==> config.mk <==
export PLATFORM = sky130hd
export DESIGN_NAME = regfile_wr_sched
export DESIGN_NICKNAME = d
export VERILOG_FILES = /design/src/rtl/regfile_sched_pkg.sv /design/src/rtl/rr_arbiter.sv /design/src/rtl/regfile_wr_sched.sv
export SDC_FILE = /design/constraint.sdc
export NUM_CORES = 1
export LEC_CHECK = 0
export BUFFER_PORTS_ARGS = -buffer_cell sky130_fd_sc_hd__buf_4
export CORE_UTILIZATION = 35
export DETAILED_ROUTE_END_ITERATION = 7
export HOLD_SLACK_MARGIN = 0.08
export MAX_ROUTING_LAYER = met4
export REMOVE_ABC_BUFFERS = 1
export SETUP_SLACK_MARGIN = 0.2
export SLEW_MARGIN = 10
export SYNTH_ARGS = -nofsm -noshare
export SYNTH_HDL_FRONTEND = slang
export SYNTH_HIERARCHICAL = 1
export SYNTH_SLANG_ARGS = --single-unit
==> constraint.sdc <==
create_clock -name clk -period 3.25 [get_ports clk]
set_clock_uncertainty 0.2 [all_clocks]
set_input_delay 0.325 -clock clk [delete_from_list [all_inputs] [get_ports clk]]
set_output_delay 0.325 -clock clk [all_outputs]
set_load 0.02 [all_outputs]
==> src/rtl/regfile_sched_pkg.sv <==
// regfile_sched_pkg: shared state type and default sizes for the register-file write scheduler
package regfile_sched_pkg;
   typedef enum logic {IDLE, CLEAR} state_t;
   localparam int DEF_AW = 5;
   localparam int DEF_DW = 32;
   localparam int DEF_NREG = 32;
   localparam logic [DEF_AW-1:0] ZERO_REG = '0;
endpackage

==> src/rtl/rr_arbiter.sv <==
// rr_arbiter: round-robin one-hot grant; search starts just after the last granted requester
module rr_arbiter #(
   parameter int N = 2
) (
   input  logic         clk,
   input  logic         reset,
   input  logic [N-1:0] req,
   input  logic         advance,
   output logic [N-1:0] grant
);
   localparam int LW = N > 1 ? $clog2(N) : 1;
   logic [LW-1:0] r_last, w_idx;
   // descending scan so the nearest requester after r_last is the final assignment
   always_comb begin
      w_idx = r_last;
      for (int k = N; k >= 1; k--)
         if (req[(int'(r_last) + k) % N]) w_idx = LW'((int'(r_last) + k) % N);
      grant = |req ? N'(1) << w_idx : '0;
   end
   always_ff @(posedge clk)
      if (reset) r_last <= LW'(N - 1);
      else if (advance) r_last <= w_idx;
endmodule

==> src/rtl/regfile_wr_sched.sv <==
// regfile_wr_sched: shares the register-file write port between requesters and runs the zeroing sequence
module regfile_wr_sched
   import regfile_sched_pkg::*;
#(
   parameter int NREQ = 2,
   parameter int AW   = DEF_AW,
   parameter int DW   = DEF_DW,
   parameter int NREG = DEF_NREG
) (
   input  logic               clk,
   input  logic               reset,
   input  logic [NREQ-1:0]    req_valid,
   output logic [NREQ-1:0]    req_ready,
   input  logic [NREQ*AW-1:0] req_addr,
   input  logic [NREQ*DW-1:0] req_data,
   input  logic               clr_start,
   output logic               clr_busy,
   output logic               clr_done,
   output logic               rf_write,
   output logic [AW-1:0]      rf_wrAddr,
   output logic [DW-1:0]      rf_wrData
);
   state_t          r_state, w_next;
   logic [AW:0]     r_cnt, w_cnt;
   logic [NREQ-1:0] w_gnt;
   logic            w_en, w_wr, w_done;
   logic [AW-1:0]   w_sel_addr, w_addr;
   logic [DW-1:0]   w_sel_data, w_data;
   assign w_en      = r_state == IDLE && !clr_start;
   assign req_ready = w_en ? w_gnt : '0;
   assign clr_busy  = r_state == CLEAR;
   rr_arbiter #(.N(NREQ)) u_arb (
      .clk    (clk),
      .reset  (reset),
      .req    (req_valid),
      .advance(w_en && |req_valid),
      .grant  (w_gnt)
   );
   always_comb begin
      w_sel_addr = '0;
      w_sel_data = '0;
      for (int i = 0; i < NREQ; i++)
         if (w_gnt[i]) begin
            w_sel_addr = req_addr[i*AW +: AW];
            w_sel_data = req_data[i*DW +: DW];
         end
   end
   // r_cnt tracks the clear address currently presented on rf_wrAddr
   always_comb begin
      w_next = r_state;
      w_cnt  = r_cnt;
      w_wr   = 1'b0;
      w_done = 1'b0;
      w_addr = rf_wrAddr;
      w_data = rf_wrData;
      if (r_state == IDLE) begin
         if (clr_start) begin
            w_next = CLEAR;
            w_cnt  = '0;
            w_wr   = 1'b1;
            w_addr = '0;
            w_data = '0;
         end else if (|req_valid && w_sel_addr != AW'(ZERO_REG)) begin
            w_wr   = 1'b1;
            w_addr = w_sel_addr;
            w_data = w_sel_data;
         end
      end else if (r_cnt == (AW+1)'(NREG - 1)) begin
         w_next = IDLE;
         w_done = 1'b1;
      end else begin
         w_cnt  = r_cnt + 1'b1;
         w_wr   = 1'b1;
         w_addr = AW'(r_cnt + 1'b1);
         w_data = '0;
      end
   end
   always_ff @(posedge clk)
      if (reset) begin
         r_state   <= IDLE;
         r_cnt     <= '0;
         rf_write  <= 1'b0;
         rf_wrAddr <= '0;
         rf_wrData <= '0;
         clr_done  <= 1'b0;
      end else begin
         r_state   <= w_next;
         r_cnt     <= w_cnt;
         rf_write  <= w_wr;
         rf_wrAddr <= w_addr;
         rf_wrData <= w_data;
         clr_done  <= w_done;
      end
endmodule

==> metrics, run 1 <==
status=completed; reg2reg start=u_arb/r_last$_SDFFE_PP1P_; core area=between 7000 and 8000 µm²; Mapped Avg Cell Area=9.71 µm²; crit path max fanout=23; Hold Worst Slack=0.124 ns; vias in the first global route=roughly 2200; initial antenna violation count=0; Tightest Hold Check Type=in -> reg; maximum VDD drop=0.160 mV; post-cts gate resize count=0; via count=2500; Slew Limit Fails=0; Row Count=32; RSZ-0062 raised after global routing=false; leading post-synthesis cells by cell area=dfxtp_1 (33%), mux2_4 (13%), a22oi_1 (9.2%); CTS Buf Count=5; mux contribution to synthesized area=0.167; input/output buffers=between 100 and 150; Root Driver=clkbuf_8; layout cell share with drive strength beyond 1=0.475; Hold EP=u_arb/r_last$_SDFFE_PP1P_; Comb pwr share=0.251; CP peak stage delay=roughly 0.7 ns; critical path capture point type=register; worst-case clock buffer depth=2; crit-path cells=a21boi_0, buf_4, nand3b_1, nand3_1, o21bai_4, buf_12, mux2_4; P per Cell Area=340 nW/µm²; Synth Register Bits=47; switching power=0.368 mW; number of antenna diodes=0; reg2reg path depth=7; CTS tree=done; cell taking the most area after synthesis=dfxtp_1; hold_sp=req_valid[1]; Die H=92.1 µm; Least-Margin Pin Slew=0.869 ns; Async S/R FF share, synth=0; Pleak=1.77 nW; Yosys cell types=53; switch share=0.280; critical path class=reg -> reg; CTS Hold Bufs=0; Setup Buffers After CTS=0; Flop pwr share=0.466; Reg clk slew, reported paths=0.09 ns; die area=around 8500 µm²; largest net degree at the start of global routing=81; Tmin final=2.58 ns; largest family of logic cells by synthesized area=simple AND/OR/NAND/NOR gates; DRC viols=0; Max Fclk=387 MHz; area of the multi-input gates=1720 µm²; Initial Util=0.364; yosys warns=6; Synth top area share=0.331; Synth Area in XOR/XNOR=0.00616; overall power=1.32 mW; slowest cell on the critical path=o21bai_4; Internal=0.949 mW; H-tree levels=2; grt total ovfl=0; HPWL after DPL=between 5 and 6 mm; ys flop type=dfxtp_1; fill count=771; R2R Path End=rf_wrData[17]$_SDFFE_PP0P_; initial drt markers=approximately 120; GRT Util Overall=0.164; Clk pwr share=0.284; count of final setup violators=0; max cap viols=0; DRT Pass-1 Iters=4; Die X=92.1 µm; required time of the critical path=about 3.2 ns; DR WL/cell=14.0 µm; number of enable flip-flop cells after synthesis=0; ANT nets after route=0; Final Core Density=0.497; flop2flop setup slack=between 0.6 and 0.7 ns; max_slew headroom=0.419; dpl cells=500; Area Growth Syn to Fin=36.4%; top-count cell post-synth=dfxtp_1; complex-gate fraction of the synthesized area=0.191; startpoint types=register; final hold violations=0; first-pass GRT wire length=10.9 mm; hold path cells=3; Sinks on Clock Net=47; post-route non-filler standard cell count=between 500 and 600; clock latency on the worst-skew pair=0.29 ns; Synth Area in Simple Gates=0.230; sequential share of the synthesized area=0.331; Post-Syn Instances=slightly below 300; RD Place Congestion=0.836; Vias/cell=4.92; synthesized area=between 2000 and 3000 µm²; CP arrival=2.57 ns; # IOs=121; wirelength, routed=between 7 and 8 mm; register area=about 940 µm²; synth cell count leaders=dfxtp_1 (47), nor2_1 (46), a22oi_1 (35), mux2_4 (25), and2b_2 (17); layout net count=485; area share of fa/ha/maj cells after synthesis=0.00440; Tcrit/Tclk final=0.795
[routing by layer]
| metal | vias to the layer above | global-route usage | part of all wire | wire, µm |
|---|---|---|---|---|
| li1 | 1270 | - | - | - |
| met1 | 1151 | 0.225 | 0.48 | 3420 |
| met2 | 77 | 0.252 | 0.47 | 3330 |
| met3 | 2 | 0.0274 | 0.046 | 326 |
| met4 | 0 | 0.0391 | 0.0046 | 33 |
| met5 | - | - | 0 | 0 |
[critical path: cells and delay by family (launching register included)]
kind                   cells  cell delay, ns
muxes                      1            0.31
and+or+nand+nor            2            0.29
AOI/OAI and AO/OA          2            0.85
buffers and inverters      2            0.48
DFF                        1            0.33
[per-stage QoR]
| step | setup TNS, ns | setup slack (ns) | cell area [µm²] |
|---|---|---|---|
| after global routing | 0 | 0.459 | 3880 |
| after CTS | 0 | 0.643 | 3880 |
| after detailed placement | 0 | 0.466 | 3780 |
| after floorplan | -13.00 | -0.432 | 2670 |
| after global placement | 0 | 0.485 | 3780 |
| final | 0 | 0.665 | 3880 |
[power groups by stage]
stage / clock network [mW] / logic, mW / registers, mW
2_1_floorplan: 0 / 0.137 / 0.653
3_3_place_gp: 0 / 0.329 / 0.626
3_5_place_dp: 0 / 0.331 / 0.627
4_1_cts: 0.394 / 0.332 / 0.614
5_1_grt: 0.418 / 0.355 / 0.618
6_report: 0.374 / 0.330 / 0.614
[state kept, by name, summed over array words and instances, names as in the netlist]
register	count
r_cnt	6
clr_done	1
rf_wrData	32
clr_busy	1
rf_write	1
rf_wrAddr	5
u_arb/r_last	1
[worst max path at each step]
stage	start	endpoint	slack, ns	cells after the start
detailed placement	req_addr[8]	rf_wrData[15]$_SDFFE_PP0P_	0.47	6
floorplan	req_valid[1]	rf_wrData[0]$_SDFFE_PP0P_	-0.43	5
finish	u_arb/r_last$_SDFFE_PP1P_	rf_wrData[17]$_SDFFE_PP0P_	0.67	7
CTS	u_arb/r_last$_SDFFE_PP1P_	rf_wrData[17]$_SDFFE_PP0P_	0.64	7
global route	u_arb/r_last$_SDFFE_PP1P_	rf_wrData[26]$_SDFFE_PP0P_	0.46	7
global placement	req_addr[8]	rf_wrData[15]$_SDFFE_PP0P_	0.48	6
[layout by cell type (no fill, tap or decap), drive strengths merged, types with 3 or more instances in the layout]
master	count
buf	127
nor2b	14
o21bai	3
nand2	7
clkbuf	7
a21oi	4
mux2	32
a22oi	35
nand3	5
and2b	20
nand2b	4
dfxtp	47
a22o	3
o21ai	3
inv	7
nor3	3
a221oi	4
nor2	46
[area by class of cell]
class | count | share of cell area
well taps | 102 | 0.0329
inverters | 7 | 0.00677
flip-flops and latches | 47 | 0.243
multi-input cells | 217 | 0.444
repair buffers | 127 | 0.249
clock buffers | 7 | 0.0223
clock inverters | 1 | 0.00226
[cells by family (layout without fill, tap and decap cells)]
| group | Yosys count | in the layout |
|---|---|---|
| muxes | 34 | 34 |
| AOI/OAI and AO/OA | 68 | 68 |
| buffers and inverters | 29 | 142 |
| DFF | 47 | 47 |
| and+or+nand+nor | 112 | 112 |
| xor gates and xnor gates | 2 | 2 |
| adders and majority gates | 1 | 1 |
Note: power is estimated with default switching activity, not from simulation.
==> inputs of run 2 (changes only) <==
==> constraint.sdc (replaced) <==
create_clock -name clk -period 2.5 [get_ports clk]
set_clock_uncertainty 0.2 [all_clocks]
set_input_delay 0.25 -clock clk [delete_from_list [all_inputs] [get_ports clk]]
set_output_delay 0.25 -clock clk [all_outputs]
set_load 0.02 [all_outputs]
==> metrics, run 2 (synthesized netlist as in run 1, its figures left out) <==
overall power=1.78 mW (was 1.32 mW); HPWL after DPL=5.14 mm (was 5.02 mm); Crit path buffers/inverters=1 (was 2); max_slew headroom=0.575 (was 0.419); Final Core Density=0.506 (was 0.497); H-tree levels=2 (unchanged); most common cell after layout, fill and taps aside=buf_4 (unchanged); slowest cell on the critical path=dfxtp_1 (was o21bai_4); core area=7810 µm² (unchanged); status=completed (unchanged); vias in the first global route=2428 (was 2180); CTS tree=done (unchanged); first-pass GRT wire length=11.4 mm (was 10.9 mm); post-route non-filler standard cell count=511 (was 508); Die H=92.1 µm (unchanged); RD Place Congestion=0.852 (was 0.836); Vias/cell=4.92 (about the same); most frequent cells in the layout=buf_4 (126), dfxtp_1 (47), nor2_1 (46), a22oi_1 (35), mux2_4 (25) (unchanged); Row Count=32 (unchanged); Flop pwr share=0.449 (was 0.466); Biggest register=rf_wrData (unchanged); dpl cells=503 (was 500); Area Growth Syn to Fin=38.8% (was 36.4%); Largest delay share family, worst path=flip-flops (was compound AO/OA/AOI/OAI gates); number of antenna diodes=0 (unchanged); Tightest Hold Check Type=in -> reg (unchanged); DRT Pass-1 Iters=4 (unchanged); CP arrival=2.11 ns (was 2.57 ns); initial antenna violation count=0 (unchanged); switch share=0.263 (was 0.280); Sum Neg Setup Slack=0 ns (unchanged); wirelength, routed=7.08 mm (was 7.11 mm); worst-case clock buffer depth=2 (unchanged); P per Cell Area=450 nW/µm² (was 340 nW/µm²); layout net count=489 (was 485); Slew Limit Fails=0 (unchanged); max cap viols=0 (unchanged); startpoint types=register (unchanged); Comb pwr share=0.248 (was 0.251); DR WL/cell=13.9 µm (was 14.0 µm); # IOs=121 (unchanged); Max Fclk=471 MHz (was 387 MHz); maximum VDD drop=0.223 mV (was 0.160 mV); Clk pwr share=0.303 (was 0.284); Root Driver=clkbuf_8 (unchanged); largest net degree at the start of global routing=74 (was 81); Die X=92.1 µm (unchanged); CP peak stage delay=0.41 ns (was 0.70 ns); Pleak=1.79 nW (was 1.77 nW); critical path class=reg -> reg (unchanged); GRT Util Overall=0.172 (was 0.164); die area=8490 µm² (unchanged); ANT nets after route=0 (unchanged); Internal=1.31 mW (was 0.949 mW); Setup Buffers After CTS=0 (unchanged); switching power=0.467 mW (was 0.368 mW); Hold Worst Slack=0.129 ns (was 0.124 ns); critical path capture point type=register (unchanged); Sinks on Clock Net=47 (unchanged); CTS Buf Count=5 (unchanged); Initial Util=0.364 (unchanged); top flop regs=rf_wrData: 32 flops, r_cnt: 6 flops, rf_wrAddr: 5 flops (unchanged); Tmin final=2.12 ns (was 2.58 ns); Least-Margin Pin Slew=0.638 ns (was 0.869 ns); initial drt markers=156 (was 118); grt total ovfl=0 (unchanged); crit path max fanout=17 (was 23); crit-path cells=ha_1, nand3b_1, o2bb2ai_1, o21bai_4, buf_6, mux2_4 (was a21boi_0, buf_4, nand3b_1, nand3_1, o21bai_4, buf_12, mux2_4); Tcrit/Tclk final=0.849 (was 0.795); RSZ-0062 raised after global routing=false (unchanged); max reg flops=32 (unchanged); count of final setup violators=0 (unchanged); input/output buffers=120 (unchanged); DRC viols=0 (unchanged); required time of the critical path=2.49 ns (was 3.24 ns); via count=2513 (was 2500); layout cell share with drive strength beyond 1=0.477 (was 0.475); Reg clk slew, reported paths=0.09 ns (about the same); final hold violations=0 (unchanged); clock latency on the worst-skew pair=0.29 ns (about the same)
-- run 2: final timing paths --
check	startpoint	endpoint	slack, ns	cells after the start
min	req_data[1]	rf_wrData[1]$_SDFFE_PP0P_	0.13	4
max	r_cnt[0]$_SDFFE_PP0P_	rf_wrData[26]$_SDFFE_PP0P_	0.38	6
min reg2reg	rf_wrAddr[0]$_SDFFE_PP0P_	rf_wrAddr[0]$_SDFFE_PP0P_	0.27	2
max reg2reg	r_cnt[0]$_SDFFE_PP0P_	rf_wrData[26]$_SDFFE_PP0P_	0.38	6
-- run 2: what timing repair did --
item / in CTS / in global routing
hold buffers: 1 / 0
endpoints found under the hold margin: 1 / 0
setup endpoints to repair: 0 / 14
resized for setup: 0 / 2
-- run 2: per-layer routing --
layer  up-vias  global-route usage  wire, µm
met3        11              0.0274       300
met5         -                   -         0
li1       1275                   -         -
met4         0              0.0625       147
met2        76               0.275      3300
met1      1151               0.217      3330
-- run 2: area by class of cell --
type	instances	area (µm²)
Multi-Input combinational cell	217	1720
Tap cell	102	128
Inverter	7	26.3
Sequential cell	47	941
Fill cell	743	3860
Timing Repair Buffer	131	1030
Clock inverter	1	30.0
Clock buffer	6	72.6
-- run 2: power by group through the flow --
stage                     sequential (mW)  combinational [mW]  clock (mW)
after CTS                           0.798               0.442       0.562
after detailed placement            0.816               0.439           0
after global routing                0.803               0.474       0.592
after global placement              0.815               0.435           0
after floorplan                     0.849               0.178           0
final                               0.798               0.440       0.538
-- run 2: worst min-delay path, cell delays in order --
cell and delay [ns]:
buf_4 0.07, a22oi_1 0.05, nor2_1 0.08, mux2_2 0.14
-- run 2: through the flow --
step	worst slack (ns)	area [µm²]
floorplan	-1.15	2670
global placement	0.278	3830
detailed placement	0.246	3830
CTS	0.309	3940
global route	0.257	3950
finish	0.376	3950
==> inputs of run 3 (changes only) <==
==> constraint.sdc (replaced) <==
create_clock -name clk -period 1.72 [get_ports clk]
set_clock_uncertainty 0.2 [all_clocks]
set_input_delay 0.172 -clock clk [delete_from_list [all_inputs] [get_ports clk]]
set_output_delay 0.172 -clock clk [all_outputs]
set_load 0.02 [all_outputs]
==> metrics, run 3 (synthesized netlist as in run 1, its figures left out) <==
vias in the first global route=3252 (was 2428); Placed Area=4110 µm² (was 3830 µm²); Die X=92.1 µm (unchanged); startpoint types=register (unchanged); number of antenna diodes=0 (unchanged); post-route non-filler standard cell count=621 (was 511); Least-Margin Pin Slew=0.355 ns (was 0.638 ns); CTS Buf Count=5 (unchanged); DRC viols=0 (unchanged); Row Count=32 (unchanged); Place WS=-0.386 ns (was 0.246 ns); DRT Pass-1 Iters=4 (unchanged); dpl cells=535 (was 503); slowest cell on the critical path=dfxtp_2 (was dfxtp_1); Initial Util=0.364 (unchanged); Area Growth Syn to Fin=91.5% (was 38.8%); max reg flops=32 (unchanged); most frequent cells in the layout=buf_4 (151), dlygate4sd3_1 (63), nor2_1 (42), dfxtp_1 (42), mux2_4 (31) (was buf_4 (126), dfxtp_1 (47), nor2_1 (46), a22oi_1 (35), mux2_4 (25)); # IOs=121 (unchanged); crit path max fanout=4 (was 17); CP arrival=2.01 ns (was 2.11 ns); crit path to=rf_wrAddr[1]$_SDFFE_PP0P_ (was rf_wrData[26]$_SDFFE_PP0P_); critical path capture point type=register (unchanged); fill count=585 (was 743); Max Fclk=504 MHz (was 471 MHz); Tcrit/Tclk final=1.15 (was 0.849); RSZ-0062 raised after global routing=true (was false); Die H=92.1 µm (unchanged); Slew Limit Fails=0 (unchanged); wirelength, routed=10.2 mm (was 7.08 mm); via count=3145 (was 2513); critical path class=reg -> reg (unchanged); CP peak stage delay=0.35 ns (was 0.41 ns); Tmin final=1.98 ns (was 2.12 ns); Vias/cell=5.06 (was 4.92); max cap viols=0 (unchanged); layout net count=598 (was 489); count of final setup violators=39 (was 0); first-pass GRT wire length=15.8 mm (was 11.4 mm); worst-case clock buffer depth=2 (unchanged); P per Cell Area=557 nW/µm² (was 450 nW/µm²); H-tree levels=2 (unchanged); core area=7810 µm² (unchanged); status=finished, violations left (was completed); CP Launch Point=u_arb/r_last$_SDFFE_PP1P_ (was r_cnt[0]$_SDFFE_PP0P_); layout cell share with drive strength beyond 1=0.582 (was 0.477); DR WL/cell=16.4 µm (was 13.9 µm); largest net degree at the start of global routing=33 (was 74); reg2reg path depth=8 (was 6); input/output buffers=120 (unchanged); initial drt markers=115 (was 156); max_slew headroom=0.757 (was 0.575); CTS tree=done (unchanged); RD Place Congestion=0.835 (was 0.852); most common cell after layout, fill and taps aside=buf_4 (unchanged); reg2reg start=u_arb/r_last$_SDFFE_PP1P_ (was r_cnt[0]$_SDFFE_PP0P_); die area=8490 µm² (unchanged); required time of the critical path=1.74 ns (was 2.49 ns); Sinks on Clock Net=47 (unchanged); Reg clk slew, reported paths=0.10 ns (was 0.09 ns); Biggest register=rf_wrData (unchanged); maximum VDD drop=0.327 mV (was 0.223 mV); Root Driver=clkbuf_8 (unchanged); R2R Path End=rf_wrAddr[1]$_SDFFE_PP0P_ (was rf_wrData[26]$_SDFFE_PP0P_); HPWL after DPL=5.73 mm (was 5.14 mm); final worst slack=-0.265 ns (was 0.376 ns); Pleak=2.40 nW (was 1.79 nW); flop2flop setup slack=-0.26 ns (was 0.38 ns); grt total ovfl=0 (unchanged); ANT nets after route=0 (unchanged); top flop regs=rf_wrData: 32 flops, r_cnt: 6 flops, rf_wrAddr: 5 flops (unchanged); crit-path cells=inv_1, a21boi_2, buf_6, nand3b_1, buf_4, a21o_1, a311o_1, nor3_1 (was ha_1, nand3b_1, o2bb2ai_1, o21bai_4, buf_6, mux2_4); final hold violations=0 (unchanged); clock latency on the worst-skew pair=0.31 ns (was 0.29 ns); Non-Filler Cell Area, Final=5450 µm² (was 3950 µm²); GRT Util Overall=0.244 (was 0.172); violated checks=setup timing; Tightest Hold Check Type=in -> reg (unchanged); initial antenna violation count=0 (unchanged)
==> run 3: cell types whose count changed in the layout (fill, tap and decap cells not counted), moves of 5 or more <==
cell and delta:
buf_6 +12, a22oi_1 -30, buf_12 +5, mux2_2 -6
a22oi_2 +30, dfxtp_1 -5, dlygate4sd3_1 +62, mux2_4 +6
buf_4 +25
==> run 3: worst min path at each step <==
stage	startpoint	depth (start not counted)	endpoint	slack (ns)
6_report	req_data[43]	4	rf_wrData[11]$_SDFFE_PP0P_	0.09
3_3_place_gp	rf_wrAddr[2]$_SDFFE_PP0P_	2	rf_wrAddr[2]$_SDFFE_PP0P_	0.27
5_1_grt	req_data[43]	4	rf_wrData[11]$_SDFFE_PP0P_	0.09
4_1_cts	req_data[50]	4	rf_wrData[18]$_SDFFE_PP0P_	0.08
3_5_place_dp	rf_wrAddr[3]$_SDFFE_PP0P_	2	rf_wrAddr[3]$_SDFFE_PP0P_	0.27
2_1_floorplan	reset	1	r_cnt[5]$_SDFFE_PP0P_	0.04
==> run 3: routing by layer <==
metal | track usage | share of wire
met1 | 0.276 | 0.41
met2 | 0.409 | 0.51
met3 | 0.0539 | 0.041
met4 | 0.117 | 0.042
met5 | - | 0
==> run 3: power by group <==
part           switching (mW)  internal, mW
Clock                   0.430         0.439
Sequential             0.0269          1.13
Combinational           0.419         0.585
==> run 3: critical path: cells and delay by family, from the launching register on <==
family                 cells  cell delay [ns]
buffers and inverters      3             0.35
flip-flops                 1             0.35
AO/OA/AOI/OAI              3             0.68
AND/OR/NAND/NOR            2             0.31
==> run 3: timing repair <==
item,4_1_cts,5_1_grt
setup buffers,8,3
hold endpoints to repair,39,0
gates cloned,2,2
hold buffers,63,0
resized for setup,73,18
endpoints found under the setup margin,47,48
pin swaps,31,1
==> run 3: layout make-up <==
class	count	area (µm²)	area share
Inverter	7	26.3	0.00483
Timing Repair Buffer	240	2190	0.402
Tap cell	102	128	0.0234
Sequential cell	47	950	0.174
Multi-Input combinational cell	217	2040	0.374
Clock inverter	3	46.3	0.00850
Clock buffer	5	68.8	0.0126
==> run 3: through the flow <==
step / power [mW] / hold slack, ns / utilization / TNS, ns
CTS: 2.96 / 0.0849 / 0.677 / -6.17
finish: 3.03 / 0.0920 / 0.697 / -7.95
global route: 3.15 / 0.0895 / 0.697 / -11.28
detailed placement: 1.89 / 0.267 / 0.526 / -12.25
global placement: 1.88 / 0.266 / 0.526 / -11.77
floorplan: 1.49 / 0.0441 / - / -70.33
